===== config.mk =====
export PLATFORM = sky130hd
export DESIGN_NAME = sdr_wb_burst_master_flat
export DESIGN_NICKNAME = d
export VERILOG_FILES = /design/src/rtl/sdr_wb_burst_master_if.sv /design/src/rtl/sdr_wb_burst_master.sv /design/src/flat_wrapper.sv
export SDC_FILE = /design/constraint.sdc
export NUM_CORES = 1
export LEC_CHECK = 0
export BUFFER_PORTS_ARGS = -buffer_cell sky130_fd_sc_hd__clkbuf_2
export CAP_MARGIN = 15
export CELL_PAD_IN_SITES_DETAIL_PLACEMENT = 1
export CELL_PAD_IN_SITES_GLOBAL_PLACEMENT = 2
export CORE_MARGIN = 1
export CORE_UTILIZATION = 28
export CTS_BUF_LIST = sky130_fd_sc_hd__clkbuf_8
export DETAILED_ROUTE_END_ITERATION = 8
export PLACE_DENSITY = 0.87
export SYNTH_ARGS = -nofsm -noshare
export SYNTH_HDL_FRONTEND = slang
export SYNTH_SLANG_ARGS = --single-unit

===== constraint.sdc =====
create_clock -name wb_clk_i -period 2.32 [get_ports wb_clk_i]
set_input_delay 0.116 -clock wb_clk_i [delete_from_list [all_inputs] [get_ports wb_clk_i]]
set_output_delay 0.116 -clock wb_clk_i [all_outputs]
set_load 0.02 [all_outputs]

===== src/rtl/sdr_wb_burst_master_if.sv =====
`timescale 1ns/1ps
`default_nettype none
// ============================================================================
// Module      : sdr_wb_burst_master_if
// Description : Client command/data handshake plus Wishbone master bus for
//               sdr_wb_burst_master. The master modport is the burst master's
//               view; the slave modport is the view of whatever drives it.
// Revision    : 1.0 - initial release
// ============================================================================
interface sdr_wb_burst_master_if #(
    parameter int APP_AW = 26,
    parameter int dw     = 32,
    parameter int LEN_W  = 8
);
    // Client command channel
    logic                cmd_valid;
    logic                cmd_ready;
    logic                cmd_wr;
    logic [APP_AW-1:0]   cmd_addr;
    logic [LEN_W-1:0]    cmd_len;
    logic [dw/8-1:0]     cmd_sel;
    // Client write data stream
    logic                wdata_valid;
    logic                wdata_ready;
    logic [dw-1:0]       wdata;
    // Client read data stream and completion status
    logic                rd_valid;
    logic [dw-1:0]       rd_data;
    logic                rd_last;
    logic                done;
    logic                err;
    // Wishbone master side
    logic                wb_cyc_o;
    logic                wb_stb_o;
    logic                wb_we_o;
    logic [APP_AW-1:0]   wb_addr_o;
    logic [dw-1:0]       wb_dat_o;
    logic [dw/8-1:0]     wb_sel_o;
    logic [2:0]          wb_cti_o;
    logic                wb_ack_i;
    logic [dw-1:0]       wb_dat_i;

    modport master (
        input  cmd_valid, cmd_wr, cmd_addr, cmd_len, cmd_sel,
        input  wdata_valid, wdata, wb_ack_i, wb_dat_i,
        output cmd_ready, wdata_ready, rd_valid, rd_data, rd_last, done, err,
        output wb_cyc_o, wb_stb_o, wb_we_o, wb_addr_o, wb_dat_o, wb_sel_o, wb_cti_o
    );

    modport slave (
        output cmd_valid, cmd_wr, cmd_addr, cmd_len, cmd_sel,
        output wdata_valid, wdata, wb_ack_i, wb_dat_i,
        input  cmd_ready, wdata_ready, rd_valid, rd_data, rd_last, done, err,
        input  wb_cyc_o, wb_stb_o, wb_we_o, wb_addr_o, wb_dat_o, wb_sel_o, wb_cti_o
    );
endinterface
`default_nettype wire


===== src/rtl/sdr_wb_burst_master.sv =====
`timescale 1ns/1ps
`default_nettype none
// ============================================================================
// Module      : sdr_wb_burst_master
// Description : Single-command Wishbone incrementing-burst master. Streams
//               write data through a one-entry holding register, returns read
//               beats unthrottled, and aborts a burst on an ack timeout.
// Revision    : 1.0 - initial release
// ============================================================================
module sdr_wb_burst_master #(
    parameter int APP_AW = 26,
    parameter int dw     = 32,
    parameter int LEN_W  = 8,
    parameter int TO_W   = 8
) (
    input  wire logic               wb_clk_i,
    input  wire logic               reset_n,
    sdr_wb_burst_master_if.master   bus
);

    localparam logic [1:0]        c_IDLE    = 2'd0;
    localparam logic [1:0]        c_WR      = 2'd1;
    localparam logic [1:0]        c_RD      = 2'd2;
    localparam logic [LEN_W:0]    c_ONE     = {{LEN_W{1'b0}}, 1'b1};
    localparam logic [LEN_W:0]    c_FULL    = {1'b1, {LEN_W{1'b0}}};
    localparam logic [TO_W-1:0]   c_TO_LAST = {{(TO_W-1){1'b1}}, 1'b0};
    localparam logic [APP_AW-1:0] c_STEP    = APP_AW'(4);
    localparam logic [APP_AW-1:0] c_AMASK   = ~APP_AW'(3);

    logic [1:0]         state_q, state_d;
    logic [APP_AW-1:0]  addr_q;
    logic [dw/8-1:0]    sel_q;
    logic [LEN_W:0]     rem_q;       // beats still to be acked
    logic [LEN_W:0]     fetch_q;     // write beats still to be taken from the client
    logic [dw-1:0]      hold_q;
    logic               hold_full_q;
    logic [TO_W-1:0]    to_q;
    logic               rd_valid_q, rd_last_q, done_q, err_q;
    logic [dw-1:0]      rd_data_q;

    logic               w_stb;
    logic               w_ack;
    logic               w_last_ack;
    logic               w_timeout;
    logic               w_accept;
    logic               w_wtake;
    logic [LEN_W:0]     w_len;

    // An ack only counts while a strobe is actually presented.
    assign w_ack      = w_stb & bus.wb_ack_i;
    assign w_last_ack = w_ack & (rem_q == c_ONE);
    assign w_timeout  = w_stb & ~bus.wb_ack_i & (to_q == c_TO_LAST);
    assign w_accept   = (state_q == c_IDLE) & bus.cmd_valid;
    assign w_len      = (bus.cmd_len == '0) ? c_FULL : {1'b0, bus.cmd_len};

    // The holding register may be refilled in the same cycle its beat is acked.
    assign bus.wdata_ready = (state_q == c_WR) & (fetch_q != '0) & (~hold_full_q | w_ack);
    assign w_wtake         = bus.wdata_ready & bus.wdata_valid;

    assign bus.wb_stb_o  = w_stb;
    assign bus.wb_addr_o = addr_q;
    assign bus.wb_sel_o  = sel_q;
    assign bus.wb_dat_o  = hold_q;
    assign bus.rd_valid  = rd_valid_q;
    assign bus.rd_data   = rd_data_q;
    assign bus.rd_last   = rd_last_q;
    assign bus.done      = done_q;
    assign bus.err       = err_q;

    // State register.
    always_ff @(posedge wb_clk_i or negedge reset_n) begin
        if (!reset_n) begin
            state_q <= c_IDLE;
        end else begin
            state_q <= state_d;
        end
    end

    // Next state: leave IDLE on a command, return on the final ack or a timeout.
    always_comb begin
        state_d = state_q;
        case (state_q)
            c_IDLE: begin
                if (bus.cmd_valid) begin
                    state_d = bus.cmd_wr ? c_WR : c_RD;
                end
            end
            c_WR, c_RD: begin
                if (w_last_ack || w_timeout) begin
                    state_d = c_IDLE;
                end
            end
            default: state_d = c_IDLE;
        endcase
    end

    // Bus control outputs decoded from the current state.
    always_comb begin
        bus.cmd_ready = 1'b0;
        bus.wb_cyc_o  = 1'b0;
        bus.wb_we_o   = 1'b0;
        bus.wb_cti_o  = 3'b000;
        w_stb         = 1'b0;
        case (state_q)
            c_IDLE: bus.cmd_ready = 1'b1;
            c_WR: begin
                bus.wb_cyc_o = 1'b1;
                bus.wb_we_o  = 1'b1;
                w_stb        = hold_full_q;
                bus.wb_cti_o = (rem_q == c_ONE) ? 3'b111 : 3'b010;
            end
            c_RD: begin
                bus.wb_cyc_o = 1'b1;
                w_stb        = 1'b1;
                bus.wb_cti_o = (rem_q == c_ONE) ? 3'b111 : 3'b010;
            end
            default: ;
        endcase
    end

    // Command capture, address increment and beat countdown.
    always_ff @(posedge wb_clk_i or negedge reset_n) begin
        if (!reset_n) begin
            addr_q  <= '0;
            sel_q   <= '0;
            rem_q   <= '0;
        end else if (w_accept) begin
            addr_q  <= bus.cmd_addr & c_AMASK;
            sel_q   <= bus.cmd_sel;
            rem_q   <= w_len;
        end else if (w_ack) begin
            addr_q  <= addr_q + c_STEP;
            rem_q   <= rem_q - c_ONE;
        end
    end

    // Write holding register; emptied on ack and flushed on timeout.
    always_ff @(posedge wb_clk_i or negedge reset_n) begin
        if (!reset_n) begin
            hold_q      <= '0;
            hold_full_q <= 1'b0;
            fetch_q     <= '0;
        end else if (w_accept) begin
            hold_full_q <= 1'b0;
            fetch_q     <= bus.cmd_wr ? w_len : '0;
        end else if (w_timeout) begin
            hold_q      <= '0;
            hold_full_q <= 1'b0;
            fetch_q     <= '0;
        end else if (w_wtake) begin
            hold_q      <= bus.wdata;
            hold_full_q <= 1'b1;
            fetch_q     <= fetch_q - c_ONE;
        end else if (w_ack) begin
            hold_full_q <= 1'b0;
        end
    end

    // Read beat return and completion status pulse.
    always_ff @(posedge wb_clk_i or negedge reset_n) begin
        if (!reset_n) begin
            rd_valid_q <= 1'b0;
            rd_last_q  <= 1'b0;
            rd_data_q  <= '0;
            done_q     <= 1'b0;
            err_q      <= 1'b0;
        end else begin
            rd_valid_q <= (state_q == c_RD) & w_ack;
            rd_last_q  <= (state_q == c_RD) & w_last_ack;
            if ((state_q == c_RD) && w_ack) begin
                rd_data_q <= bus.wb_dat_i;
            end
            done_q     <= w_last_ack | w_timeout;
            err_q      <= w_timeout;
        end
    end

    // Ack wait counter: runs while a strobe waits, clears otherwise.
    always_ff @(posedge wb_clk_i or negedge reset_n) begin
        if (!reset_n) begin
            to_q <= '0;
        end else if (w_stb && !bus.wb_ack_i && !w_timeout) begin
            to_q <= to_q + {{(TO_W-1){1'b0}}, 1'b1};
        end else begin
            to_q <= '0;
        end
    end

endmodule
`default_nettype wire


===== src/flat_wrapper.sv =====
// flat-port wrapper written by rule: the top's interface ports become plain ports
module sdr_wb_burst_master_flat 
#(
    parameter int APP_AW = 26,
    parameter int dw     = 32,
    parameter int LEN_W  = 8,
    parameter int TO_W   = 8
)
  (wb_clk_i, reset_n, bus_cmd_valid, bus_cmd_wr, bus_cmd_addr, bus_cmd_len, bus_cmd_sel, bus_wdata_valid, bus_wdata, bus_wb_ack_i, bus_wb_dat_i, bus_cmd_ready, bus_wdata_ready, bus_rd_valid, bus_rd_data, bus_rd_last, bus_done, bus_err, bus_wb_cyc_o, bus_wb_stb_o, bus_wb_we_o, bus_wb_addr_o, bus_wb_dat_o, bus_wb_sel_o, bus_wb_cti_o);
  sdr_wb_burst_master_if #(.APP_AW(APP_AW), .dw(dw), .LEN_W(LEN_W)) bus_i ();
  input  wire logic wb_clk_i;
  input  wire logic reset_n;
  input wire logic [$bits(bus_i.cmd_valid)-1:0] bus_cmd_valid;
  input wire logic [$bits(bus_i.cmd_wr)-1:0] bus_cmd_wr;
  input wire logic [$bits(bus_i.cmd_addr)-1:0] bus_cmd_addr;
  input wire logic [$bits(bus_i.cmd_len)-1:0] bus_cmd_len;
  input wire logic [$bits(bus_i.cmd_sel)-1:0] bus_cmd_sel;
  input wire logic [$bits(bus_i.wdata_valid)-1:0] bus_wdata_valid;
  input wire logic [$bits(bus_i.wdata)-1:0] bus_wdata;
  input wire logic [$bits(bus_i.wb_ack_i)-1:0] bus_wb_ack_i;
  input wire logic [$bits(bus_i.wb_dat_i)-1:0] bus_wb_dat_i;
  output wire logic [$bits(bus_i.cmd_ready)-1:0] bus_cmd_ready;
  output wire logic [$bits(bus_i.wdata_ready)-1:0] bus_wdata_ready;
  output wire logic [$bits(bus_i.rd_valid)-1:0] bus_rd_valid;
  output wire logic [$bits(bus_i.rd_data)-1:0] bus_rd_data;
  output wire logic [$bits(bus_i.rd_last)-1:0] bus_rd_last;
  output wire logic [$bits(bus_i.done)-1:0] bus_done;
  output wire logic [$bits(bus_i.err)-1:0] bus_err;
  output wire logic [$bits(bus_i.wb_cyc_o)-1:0] bus_wb_cyc_o;
  output wire logic [$bits(bus_i.wb_stb_o)-1:0] bus_wb_stb_o;
  output wire logic [$bits(bus_i.wb_we_o)-1:0] bus_wb_we_o;
  output wire logic [$bits(bus_i.wb_addr_o)-1:0] bus_wb_addr_o;
  output wire logic [$bits(bus_i.wb_dat_o)-1:0] bus_wb_dat_o;
  output wire logic [$bits(bus_i.wb_sel_o)-1:0] bus_wb_sel_o;
  output wire logic [$bits(bus_i.wb_cti_o)-1:0] bus_wb_cti_o;
  assign bus_i.cmd_valid = bus_cmd_valid;
  assign bus_i.cmd_wr = bus_cmd_wr;
  assign bus_i.cmd_addr = bus_cmd_addr;
  assign bus_i.cmd_len = bus_cmd_len;
  assign bus_i.cmd_sel = bus_cmd_sel;
  assign bus_i.wdata_valid = bus_wdata_valid;
  assign bus_i.wdata = bus_wdata;
  assign bus_i.wb_ack_i = bus_wb_ack_i;
  assign bus_i.wb_dat_i = bus_wb_dat_i;
  assign bus_cmd_ready = bus_i.cmd_ready;
  assign bus_wdata_ready = bus_i.wdata_ready;
  assign bus_rd_valid = bus_i.rd_valid;
  assign bus_rd_data = bus_i.rd_data;
  assign bus_rd_last = bus_i.rd_last;
  assign bus_done = bus_i.done;
  assign bus_err = bus_i.err;
  assign bus_wb_cyc_o = bus_i.wb_cyc_o;
  assign bus_wb_stb_o = bus_i.wb_stb_o;
  assign bus_wb_we_o = bus_i.wb_we_o;
  assign bus_wb_addr_o = bus_i.wb_addr_o;
  assign bus_wb_dat_o = bus_i.wb_dat_o;
  assign bus_wb_sel_o = bus_i.wb_sel_o;
  assign bus_wb_cti_o = bus_i.wb_cti_o;
  sdr_wb_burst_master #(.APP_AW(APP_AW), .dw(dw), .LEN_W(LEN_W), .TO_W(TO_W)) u_core (.wb_clk_i(wb_clk_i), .reset_n(reset_n), .bus(bus_i));
endmodule

=== Yosys cells after proc, flatten, opt, wreduce, memory -nomap -nowiden ===
Cells that the tools add are included.

* Register bits: 127
* Bits of input ports: 108

* Add/subtract/negate cells: 4
* Equal/unequal tests: 6
* Mux-type cells: 26
* Bitwise gates (word level): 15
* Reduce and logical (&&, ||, !) cells: 16

{| class="wikitable"
|+ Operators by type and width
! kind !! number
|-
| two-way mux 32 bit || 2
|-
| two-way mux 9 bit || 7
|-
| two-way mux 26 bit || 2
|-
| adder 26 x 3 -> 26 bit (second input constant) || 1
|-
| subtractor 9 x 1 -> 9 bit (second input constant) || 2
|-
| bitwise AND 1 bit || 10
|-
| equality test 9 x 1 -> 1 bit (second input constant) || 1
|-
| nonzero test 9 bit || 1
|-
| adder 8 x 1 -> 8 bit (second input constant) || 1
|-
| equality test 8 bit (second input constant) || 1
|-
| logical NOT 8 bit || 1
|-
| two-way mux 8 bit || 1
|-
| two-way mux 1 bit || 7
|-
| two-way mux 2 bit || 3
|-
| two-way mux 3 bit || 2
|-
| case mux 2 bit (2 select lines) || 1
|-
| AND reduction 2 bit || 2
|-
| nonzero test 2 bit || 2
|-
| nonzero test 4 bit || 1
|-
| logical AND 1 bit || 3
|-
| inverter 1 bit || 3
|-
| nonzero test 3 bit || 1
|-
| equality test 2 x 1 -> 1 bit (second input constant) || 1
|-
| equality test 2 bit (second input constant) || 1
|-
| 8 further kinds || 10
|}

=== Logic depth before layout (Yosys ltp) ===
Gate-level depths: netlist of the first run.

* Word-level depth: 9
* Mapped depth: 9
* Gate-level depth less buffers: 7

=== Least setup slack after synthesis of the first run ===
OpenSTA, ideal clock, no wires.

* Path type: register to register
* Start point: reg u_core.state_q[0]
* End point: reg u_core.hold_q[10] (netlist: u_core.bus.wb_dat_o[10])
* Library setup time: 0.121 ns
* Arrival: 2.284 ns
* Path slack: -0.085 ns
* Stages on the path, launching flop included: 9
* Clock period less this slack: 2.405 ns
* Path through: dfrtp_1 -> inv_1 -> ha_1 -> nand2b_1 -> nor4_2 -> nand2b_1 -> nor2_1 -> buf_2 -> a22o_1

{| class="wikitable"
|+ RTL lines
! item !! line !! RTL
|-
| start, declared || sdr_wb_burst_master.sv:30 || <nowiki>logic [1:0] state_q, state_d;</nowiki>
|-
| start signal, assigned || sdr_wb_burst_master.sv:73 || <nowiki>state_q <= c_IDLE;</nowiki>
|-
| start signal, assigned || sdr_wb_burst_master.sv:75 || <nowiki>state_q <= state_d;</nowiki>
|-
| equality test 2 bit / equality test 2 x 1 -> 1 bit (equally long branches) || sdr_wb_burst_master.sv:104 || <nowiki>case (state_q)</nowiki>
|-
| case mux 1 bit (2 select lines) (*) || sdr_wb_burst_master.sv:104 ||
|-
| bitwise AND 1 bit (*) (2 in a row) || sdr_wb_burst_master.sv:52 || <nowiki>assign w_timeout = w_stb & ~bus.wb_ack_i & (to_q == c_TO_LAST);</nowiki>
|-
| via u_core.w_timeout || sdr_wb_burst_master.sv:44 || <nowiki>logic w_timeout;</nowiki>
|-
| nonzero test 2 bit (no line) || n/a ||
|-
| AND reduction 2 bit (no line) || n/a ||
|-
| end signal, assigned || sdr_wb_burst_master.sv:151 || <nowiki>hold_q <= bus.wdata;</nowiki>
|-
| end, declared || sdr_wb_burst_master.sv:35 || <nowiki>logic [dw-1:0] hold_q;</nowiki>
|}

Mark *: on every way through the listed nets, which the timed path passes. The rest lies on a longest branch.
A chain may end at the register's enable or synchronous reset.

=== Final worst setup path of the first run ===
* Start point: reg u_core.fetch_q[1]
* End point: out bus_wdata_ready

* Word-level cells in the longest chain between the ends: 3

{| class="wikitable"
|+ RTL lines
! item !! line !! RTL
|-
| start, declared || sdr_wb_burst_master.sv:34 || <nowiki>logic [LEN_W:0] fetch_q;</nowiki>
|-
| start signal, assigned || sdr_wb_burst_master.sv:145 || <nowiki>fetch_q <= bus.cmd_wr ? w_len : '0;</nowiki>
|-
| start signal, assigned || sdr_wb_burst_master.sv:153 || <nowiki>fetch_q <= fetch_q - c_ONE;</nowiki>
|-
| nonzero test 9 bit || sdr_wb_burst_master.sv:57 || <nowiki>assign bus.wdata_ready = (state_q == c_WR) & (fetch_q != '0) & (~hold_full_q | w_ack);</nowiki>
|-
| bitwise AND 1 bit (2 in a row) || sdr_wb_burst_master.sv:57 ||
|-
| end, declared || flat_wrapper.sv:23 || <nowiki>output wire logic [$bits(bus_i.wdata_ready)-1:0] bus_wdata_ready;</nowiki>
|}

No other way between the ends.

==> qor.txt, run 1 <==
Post-synthesis adder-cell area fraction: 2.00%
Rows: 51
DRT iter0 DRCs: 175
Setup TNS: -381 ps
Critical path buffers and inverters: 2
Starting density of the core: 28.8%
Number of flops mapped to enable cells by yosys: 0
Slew HR: 56.3%
Yosys top cell by area: dfrtp_1
XOR/XNOR Fraction of Synth Area: 5.44%
Clock latency on the worst-skew pair: 450 ps
First-pass GRT wire length: 28,900 um
Worst vdd ir: 0.347 mV
Clk slew on worst S/H paths: 80 ps
Crit path capture type: primary output
Worst setup SP type: register
Placed cells: 1,000
DRC viols: 0
Total grt overflow: 0
RePlAce Congestion: 0.777
Via count: 5,297
Initial antenna violation count: 0
Critical path, cell by cell: inv_2, ha_4, or4b_4, or4_4, and3_4, buf_8
Final-report hold violation count: 0
# nets final: 978
Pwr Total: 10.6 mW
Fin crit period: 2390 ps
CTS Buffer Depth: 2
CTS buffer count: 17
Area grow syn2layout: 55.2%
Clk sinks: 125
Unrepaired setup endpoints after global routing: yes
Power per Cell Area: 1210 nW/um^2
Final worst-path cycle share: 103%
Critical path's largest stage delay: 470 ps
Worst Path Class, Setup: register to primary output
Synth Area in Compound Gates: 12.3%
Slew of the pin with the lowest slew margin: 656 ps
Share of the synthesized area in the top cell type: 55.5%
Number of port buffers: 209
Lkg Pwr: 4.22 nW
Die Wd: 144 um
Ratio of cells with drive above 1 in the final layout: 38.1%
Main area contributors after synthesis: dfrtp_1, mux2_2, a22o_1
Largest net degree at the start of global routing: 46
Simple logic cell fraction of the synthesized area: 14.4%
Detailed Route WL: 19,000 um
Vias/cell: 4.65
Layout Utilization: 44.7%
First drt pass iteration count: 4
Routed length per instance: 16.7 um
Sequential area share after synthesis: 55.5%
PnR worst setup slack: -69.5 ps
Number of global-route vias before repair: 5,626
Yosys warns: 0
Commonest cells post-synth: dfrtp_1, nand2_1, o21ai_0
Post-DRT Antenna Nets: 0
Worst Skew: 14.3 ps
Max FO, Critical Path: 4
Post-synth cell types: 48
Peak Freq: 419 MHz
Top delay family on crit path: simple AND/OR/NAND/NOR gates
Root Buffer: clkbuf_8
Antenna diode count: 0
Core ar.: 19,600 um^2
Die height: 144 um
Die ar.: 20,700 um^2
Top-count cell post-synth: dfrtp_1
Main combinational cell family by area after synthesis: simple AND/OR/NAND/NOR gates
Async SR Flop Fraction: 100%
Synth Instances: 520
Area of the mapped netlist: 5640 um^2
CTS tree: done
DP HPWL: 12,300 um
CP arrival: 2270 ps
Post-Layout Cell Count: 1,139
Post-synthesis mux area share: 6.92%
Status: finished with violations
All-Layer GR Usage: 18.3%
Failing checks: setup timing
H-tree depth: 4
# IOs: 214
Setup violations, final: 21
CP required: 2200 ps
Highest-delay cell along the critical path: or4_4
Main synth FF type: dfrtp_1
Synthesized area per cell: 10.8 um^2
Worst hold-check path type: input pin to register
MaxCap Viol Count: 0
Final Max Tran Viols: 0
Seq cells post-synth: 125
Dpl ws: -55.5 ps
==> path summary, 6_finish.rpt <==
check | cells after the start | from | endpoint | slack [ps]
max | 6 | u_core.fetch_q[1] | bus_wdata_ready | -70
min | 4 | bus_wb_ack_i | u_core.hold_full_q | 210
max reg2reg | 9 | u_core.fetch_q[1] | u_core.bus.wb_dat_o[13] | -40
min reg2reg | 2 | u_core.bus.wb_sel_o[3] | u_core.bus.wb_sel_o[3] | 490
max in group asynchronous | 3 | reset_n | u_core.bus.wb_dat_o[11] | 1450
min in group asynchronous | 2 | reset_n | u_core.bus.rd_data[13] | 240
==> area by class of cell <==
cell class	instances	area, um^2
Timing Repair Buffer	345	2440
Clock inverter	15	139
Multi-Input combinational cell	356	2420
Clock buffer	17	234
Fill cell	2237	10800
Inverter	16	60.1
Sequential cell	125	3130
Tap cell	265	332
==> registers in the layout (all words and copies together), names as in the netlist <==
name / cells
u_core.bus.rd_data: 32
u_core.bus.wb_dat_o: 32
u_core.bus.wb_addr_o: 24
u_core.fetch_q: 9
u_core.rem_q: 9
u_core.to_q: 8
u_core.bus.wb_sel_o: 4
u_core.state_q: 2
u_core.bus.done: 1
u_core.bus.err: 1
u_core.bus.rd_last: 1
u_core.bus.rd_valid: 1
u_core.hold_full_q: 1
==> worst register-to-register path: stages, from the launching register on <==
cell	delay, ps
dfrtp_1	400
inv_2	70
ha_4	120
or4b_4	460
or4_4	470
buf_4	170
nand2_4	70
nor2_4	70
clkbuf_16	170
a22o_1	250
==> cell families (layout without fill, tap and decap cells) <==
kind of cell | count (synthesis) | in the layout
AND/OR/NAND/NOR | 171 | 171
flip-flops | 125 | 125
AO/OA/AOI/OAI | 104 | 104
buffers and inverters | 40 | 393
XOR/XNOR | 35 | 35
multiplexers | 35 | 35
adder cells (fa/ha/maj) | 9 | 9
other | 1 | 2
==> power by group <==
group | switching, mW | total, mW | internal, mW | leakage (nW)
clock network | 1.05 | 1.84 | 0.795 | 0.187
logic | 2.83 | 4.83 | 2.00 | 2.47
registers | 0.774 | 3.89 | 3.12 | 1.56
total | 4.65 | 10.6 | 5.91 | 4.22
==> per-stage QoR <==
step / cell area, um^2 / hold WS, ps
floorplan: 5670 / -180
global placement: 7200 / 195
detailed placement: 7200 / 196
CTS: 8640 / 206
global route: 8750 / 262
finish: 8750 / 215
==> placed cells by master (no fill, tap or decap), types with 2 or more instances in the layout <==
| cell | instances |
|---|---|
| a22o_1 | 32 |
| nor4_2 | 2 |
| dlygate4sd3_1 | 103 |
| inv_2 | 2 |
| nand2b_1 | 3 |
| nand3_1 | 21 |
| nand2_1 | 74 |
| o31ai_1 | 3 |
| inv_6 | 8 |
| a21o_1 | 2 |
| clkbuf_8 | 17 |
| clkinvlp_4 | 2 |
| mux2_2 | 32 |
| xor2_1 | 23 |
| conb_1 | 2 |
| buf_6 | 2 |
| nor3_1 | 4 |
| clkbuf_16 | 2 |
| buf_12 | 5 |
| a21oi_1 | 13 |
| and2_1 | 2 |
| and3_1 | 9 |
| a21oi_2 | 6 |
| dfrtp_1 | 125 |
| xnor2_1 | 12 |
| o21ai_0 | 38 |
| nand4_1 | 7 |
| nor2_1 | 25 |
| or2_2 | 2 |
| ha_1 | 8 |
| clkbuf_2 | 207 |
| or3_1 | 2 |
| buf_4 | 25 |
| nor4_1 | 7 |
| inv_8 | 4 |
| mux2i_1 | 3 |
| inv_1 | 14 |
==> per-layer routing <==
layer | vias up | share of wire (%) | wire [um] | track usage [%]
met1 | 2604 | 42 | 7950 | 21.5
met4 | 0 | 2.5 | 471 | 7.78
li1 | 2504 | - | - | -
met5 | - | 0 | 0 | 0
met3 | 35 | 5.0 | 949 | 4.47
met2 | 154 | 51 | 9630 | 31.6
==> what timing repair did <==
action,in CTS,in global routing
gates cloned,0,3
hold endpoints to repair,150,0
endpoints found under the setup margin,43,44
buffers inserted,0,1
resized for setup,8,13
hold buffers,103,0
pin swaps,3,2
Note: power is estimated with default switching activity, not from simulation.
==> run 2: changes to the inputs <==
--- a/config.mk
+++ b/config.mk
@@ -10,10 +10,10 @@
 export CELL_PAD_IN_SITES_DETAIL_PLACEMENT = 1
 export CELL_PAD_IN_SITES_GLOBAL_PLACEMENT = 2
 export CORE_MARGIN = 1
-export CORE_UTILIZATION = 28
+export CORE_UTILIZATION = 31
 export CTS_BUF_LIST = sky130_fd_sc_hd__clkbuf_8
 export DETAILED_ROUTE_END_ITERATION = 8
-export PLACE_DENSITY = 0.87
+export PLACE_DENSITY = 0.91
 export SYNTH_ARGS = -nofsm -noshare
 export SYNTH_HDL_FRONTEND = slang
 export SYNTH_SLANG_ARGS = --single-unit
==> constraint.sdc (replaced) <==
create_clock -name wb_clk_i -period 2.49 [get_ports wb_clk_i]
set_input_delay 0.1245 -clock wb_clk_i [delete_from_list [all_inputs] [get_ports wb_clk_i]]
set_output_delay 0.1245 -clock wb_clk_i [all_outputs]
set_load 0.02 [all_outputs]
==> run 2 against run 1 <==
Effect of this change: the flow still finishes with violations (setup timing); sequential power down 5.7%; global-route usage up 3.4 points; critical path depth up 4; setup slack better by 2.9 ps; clock skew up 10 ps; design area down 1.8%; sequential cell count unchanged; clock power down 5%; wire length up 7.3%; utilization up 4.3 points; clock-buffer cell count unchanged; critical path type is now register to register; critical endpoint is now u_core.bus.wb_dat_o[17].
==> qor.txt, run 2 (same netlist as run 1, synthesis figures left out) <==
Unrepaired setup endpoints after global routing: yes
DP HPWL: 12,300 um
Die ar.: 18,700 um^2
Register area: 3130 um^2
Post-DRT Antenna Nets: 0
First drt pass iteration count: 5
Vias/cell: 4.92
Area grow syn2layout: 52.3%
Setup TNS: -93.6 ps
Slew of the pin with the lowest slew margin: 598 ps
Ratio of cells with drive above 1 in the final layout: 36.8%
H-tree depth: 4
Commonest non-fill, non-tap cell in the layout: clkbuf_2
Die Wd: 137 um
PnR worst setup slack: -66.6 ps
Critical path's largest stage delay: 470 ps
Fin crit period: 2560 ps
Number of port buffers: 209
Routed length per instance: 18.6 um
Sw frac: 44.8%
Via count: 5,379
All-Layer GR Usage: 21.7%
Number of global-route vias before repair: 5,660
Starting density of the core: 32.2%
Critical path buffers and inverters: 4
MaxCap Viol Count: 0
Status: finished with violations
Max FO, Critical Path: 8
Lkg Pwr: 4.18 nW
CTS buffer count: 17
Worst Path Class, Setup: register to register
Root Buffer: clkbuf_8
Final worst-path cycle share: 103%
# IOs: 214
Final Max Tran Viols: 0
Worst vdd ir: 0.597 mV
Total grt overflow: 0
Largest net degree at the start of global routing: 58
RePlAce Congestion: 0.768
Failing checks: setup timing
Initial antenna violation count: 0
Top delay family on crit path: simple AND/OR/NAND/NOR gates
Fill cells: 1,993
Worst Skew: 24.3 ps
Critical path, cell by cell: inv_2, ha_4, or4b_4, or4_4, buf_6, and2_4, o21ai_4, buf_12, clkbuf_16, a22o_1
Power per Cell Area: 1150 nW/um^2
CTS tree: done
Comb power frac: 45.3%
Worst setup SP type: register
Rows: 48
CP required: 2870 ps
Peak Freq: 391 MHz
Pint: 5.47 mW
Multi-input gate area: 2360 um^2
Slew HR: 59.9%
DRT iter0 DRCs: 237
Core ar.: 17,500 um^2
DRC viols: 0
First-pass GRT wire length: 30,800 um
Hold_ws: 27.8 ps
Setup violations, final: 2
Clk slew on worst S/H paths: 100 ps
Highest-delay cell along the critical path: or4b_4
Clk sinks: 125
Clock Power Share: 17.7%
Dpl ws: 96.0 ps
Final-report hold violation count: 0
Worst hold-check path type: input pin to register
P_sw: 4.43 mW
Antenna diode count: 0
CTS Buffer Depth: 2
Most frequent cells in the layout: clkbuf_2, dfrtp_1, dlygate4sd3_1, nand2_1, o21ai_0
Crit path capture type: register
CP arrival: 2940 ps
Detailed Route WL: 20,400 um
Sequential Power Share: 37.0%
# nets final: 973
Die height: 137 um
Clock latency on the worst-skew pair: 460 ps
-- run 2: cell count changes in the layout (fill, tap and decap cells not counted), moves of 2 or more --
cell     before  now
inv_6         8    6
buf_12        5    3
buf_4        25   22
a21oi_2       6    0
a21oi_1      13   19
buf_6         2    4
-- run 2: routing by layer --
metal / vias up / global-route usage, % / share of wire [%]
met3: 19 / 4.67 / 6.1
li1: 2493 / - / -
met5: - / 0 / 0
met1: 2678 / 26.3 / 42
met2: 189 / 38.1 / 51
met4: 0 / 7.20 / 1.0
-- run 2: through the flow --
step	cells	utilization (%)	instance area, um^2	power, mW
after floorplan	521	-	5640	6.13
after global placement	951	40.0	7020	7.58
after detailed placement	951	40.0	7020	7.75
after CTS	1087	48.1	8440	9.67
after global routing	1094	49.0	8590	10.5
final	1094	49.0	8590	9.91
-- run 2: repair_timing --
item                                   CTS  global route
setup buffers                            2             4
resized for setup                        1            12
pin swaps                                1             8
hold buffers                           102             0
cloned                                   0             3
endpoints found under the hold margin  142             0
setup endpoints to repair                1            41
-- run 2: worst reg2reg max path, cell delays in order, from the launching register on --
cell	delay [ps]
dfrtp_1	400
inv_2	80
ha_4	130
or4b_4	470
or4_4	450
buf_6	140
and2_4	150
o21ai_4	170
buf_12	150
clkbuf_16	160
a22o_1	210
-- run 2: layout make-up --
type / instances / share of cell area (%)
clock buffers: 17 / 2.72
clock inverters: 15 / 1.69
inverters: 16 / 0.699
multi-input cells: 356 / 27.5
flip-flops and latches: 125 / 36.4
well taps: 225 / 3.28
repair buffers: 340 / 27.7
-- run 2: final timing paths --
| path | startpoint | endpoint | slack [ps] | cells after the start |
|---|---|---|---|---|
| min in group asynchronous | reset_n | u_core.bus.wb_sel_o[1] | 180 | 2 |
| hold reg to reg | u_core.bus.wb_sel_o[2] | u_core.bus.wb_sel_o[2] | 480 | 2 |
| max in group asynchronous | reset_n | u_core.bus.wb_dat_o[30] | 1480 | 3 |
| hold / removal | bus_cmd_valid | u_core.state_q[0] | 30 | 4 |
| setup / recovery | u_core.fetch_q[0] | u_core.bus.wb_dat_o[17] | -70 | 10 |
| setup reg to reg | u_core.fetch_q[0] | u_core.bus.wb_dat_o[17] | -70 | 10 |
-- run 2: power groups by stage --
stage / Sequential [mW] / Combinational (mW) / Clock (mW)
5_1_grt: 3.78 / 4.88 / 1.89
3_3_place_gp: 3.59 / 3.99 / 0
6_report: 3.67 / 4.49 / 1.75
4_1_cts: 3.61 / 4.28 / 1.79
2_1_floorplan: 4.41 / 1.72 / 0
3_5_place_dp: 3.64 / 4.11 / 0
==> run 3: changes to the inputs <==
==> constraint.sdc (replaced) <==
create_clock -name wb_clk_i -period 2.49 [get_ports wb_clk_i]
set_input_delay 0.747 -clock wb_clk_i [delete_from_list [all_inputs] [get_ports wb_clk_i]]
set_output_delay 0.747 -clock wb_clk_i [all_outputs]
set_load 0.02 [all_outputs]
==> run 3 against run 2 <==
Effect of this change: the flow still finishes with violations (setup timing); power shrank 0.29%; worst hold slack gained 220 ps; combinational power shrank 0.9%; die area is the same; critical path depth shrank 4; wire length shrank 17%; clock power grew 4%; sequential power shrank 2%; global-route usage shrank 2.9 points; design area shrank 10%; setup slack lost 420 ps; critical path type is now register to primary output; largest cell class unchanged.
==> qor.txt, run 3 (same netlist as run 1, synthesis figures left out) <==
Worst hold-check path type: input pin to async pin
RePlAce Congestion: 0.800
Final Max Tran Viols: 0
Root Buffer: clkbuf_8
Fin crit period: 2980 ps
Layout Utilization: 43.9%
Starting density of the core: 32.2%
Via count: 4,927
Worst r2r src: u_core.fetch_q[1]
Worst R2R Setup Slack: 130 ps
DRT iter0 DRCs: 149
Clk slew on worst S/H paths: 80 ps
Worst Path Class, Setup: register to primary output
Ratio of cells with drive above 1 in the final layout: 43.4%
# nets final: 878
DP HPWL: 12,500 um
DRC viols: 0
Pwr Total: 9.88 mW
Failing checks: setup timing
Die height: 137 um
First-pass GRT wire length: 27,100 um
Setup violations, final: 3
Initial antenna violation count: 0
Total grt overflow: 0
Multi-input gate area: 2420 um^2
Rows: 48
All-Layer GR Usage: 18.9%
Slew of the pin with the lowest slew margin: 633 ps
Unrepaired setup endpoints after global routing: yes
Commonest non-fill, non-tap cell in the layout: clkbuf_2
Slew HR: 57.4%
Number of port buffers: 209
Post-DRT Antenna Nets: 0
CP required: 1740 ps
CP arrival: 2230 ps
CTS buffer count: 17
Cts hold-fix bufs: 0
Antenna diode count: 0
Number of global-route vias before repair: 5,202
Reg-to-reg endpoint: u_core.bus.wb_dat_o[31]
Final worst-path cycle share: 120%
Vias/cell: 4.93
PnR worst setup slack: -488 ps
Clock latency on the worst-skew pair: 450 ps
Routed length per instance: 17.0 um
Critical path's largest stage delay: 460 ps
Highest-delay cell along the critical path: or4b_4
Die Wd: 137 um
Power per Cell Area: 1280 nW/um^2
CTS tree: done
Final-report hold violation count: 0
Area grow syn2layout: 36.6%
# IOs: 214
MaxCap Viol Count: 0
Detailed Route WL: 16,900 um
Die ar.: 18,700 um^2
Largest net degree at the start of global routing: 65
Critical path buffers and inverters: 2
First drt pass iteration count: 4
Critical path, cell by cell: inv_2, ha_4, or4b_4, or4_4, and3_4, buf_8
Register area: 3130 um^2
Worst vdd ir: 0.572 mV
Lkg Pwr: 3.78 nW
Most frequent cells in the layout: clkbuf_2, dfrtp_1, nand2_1, o21ai_0
H-tree depth: 4
Crit path capture type: primary output
Status: finished with violations
Top delay family on crit path: simple AND/OR/NAND/NOR gates
Worst Skew: 18.7 ps
Hold_ws: 251 ps
R2R depth: 9
Fill cells: 2,042
Core ar.: 17,500 um^2
Dpl ws: -76.5 ps
Worst setup SP type: register
Worst setup startpoint: u_core.fetch_q[1]
Peak Freq: 336 MHz
CTS Buffer Depth: 2
Max FO, Critical Path: 2
Clk sinks: 125
==> run 3: final cells by class <==
cell class | instances | area share (%)
clock inverters | 15 | 2.11
inverters | 16 | 0.780
repair buffers | 245 | 18.3
well taps | 225 | 3.66
multi-input cells | 356 | 31.5
clock buffers | 17 | 3.04
flip-flops and latches | 125 | 40.6
==> run 3: how the worst max path moves through the flow <==
stage	endpoint	slack, ps	cells after the start
finish	bus_wdata_ready	-490	6
global route	bus_wdata_ready	-580	6
CTS	bus_wdata_ready	-560	6
detailed placement	bus_wdata_ready	-80	6
global placement	bus_wdata_ready	-70	6
floorplan	bus_wdata_ready	3	5
==> run 3: timing repair <==
item / CTS / global route
hold endpoints to repair: 0 / 0
cloned: 0 / 0
gates resized for setup: 20 / 14
setup buffers: 10 / 4
setup endpoints to repair: 6 / 13
pin swaps: 3 / 5
==> run 3: worst register-to-register path: stages, from the launching register on <==
cell	delay, ps
dfrtp_1	400
inv_2	80
ha_4	130
or4b_4	460
or4_4	430
buf_4	160
and2_4	150
o21ai_4	140
buf_12	200
a22o_1	170
==> run 3: metrics by stage <==
stage                     area [um^2]  setup TNS, ps  instances
after detailed placement         7070          -76.5        953
after CTS                        7630           -668        995
final                            7700           -598        999
after floorplan                  5650              0        521
after global placement           7070          -70.4        953
after global routing             7700           -874        999
==> run 3: metal layers <==
| metal | global-route usage (%) | wire length, um | up-vias |
|---|---|---|---|
| met3 | 5.85 | 1240 | 20 |
| met4 | 5.98 | 226 | 0 |
| met1 | 22.8 | 7230 | 2449 |
| li1 | - | - | 2297 |
| met2 | 31.9 | 8240 | 161 |
| met5 | 0 | 0 | - |
==> run 3: power by group <==
group / internal [mW] / switching (mW)
clock: 0.904 / 0.915
sequential: 2.91 / 0.698
combinational: 1.86 / 2.60
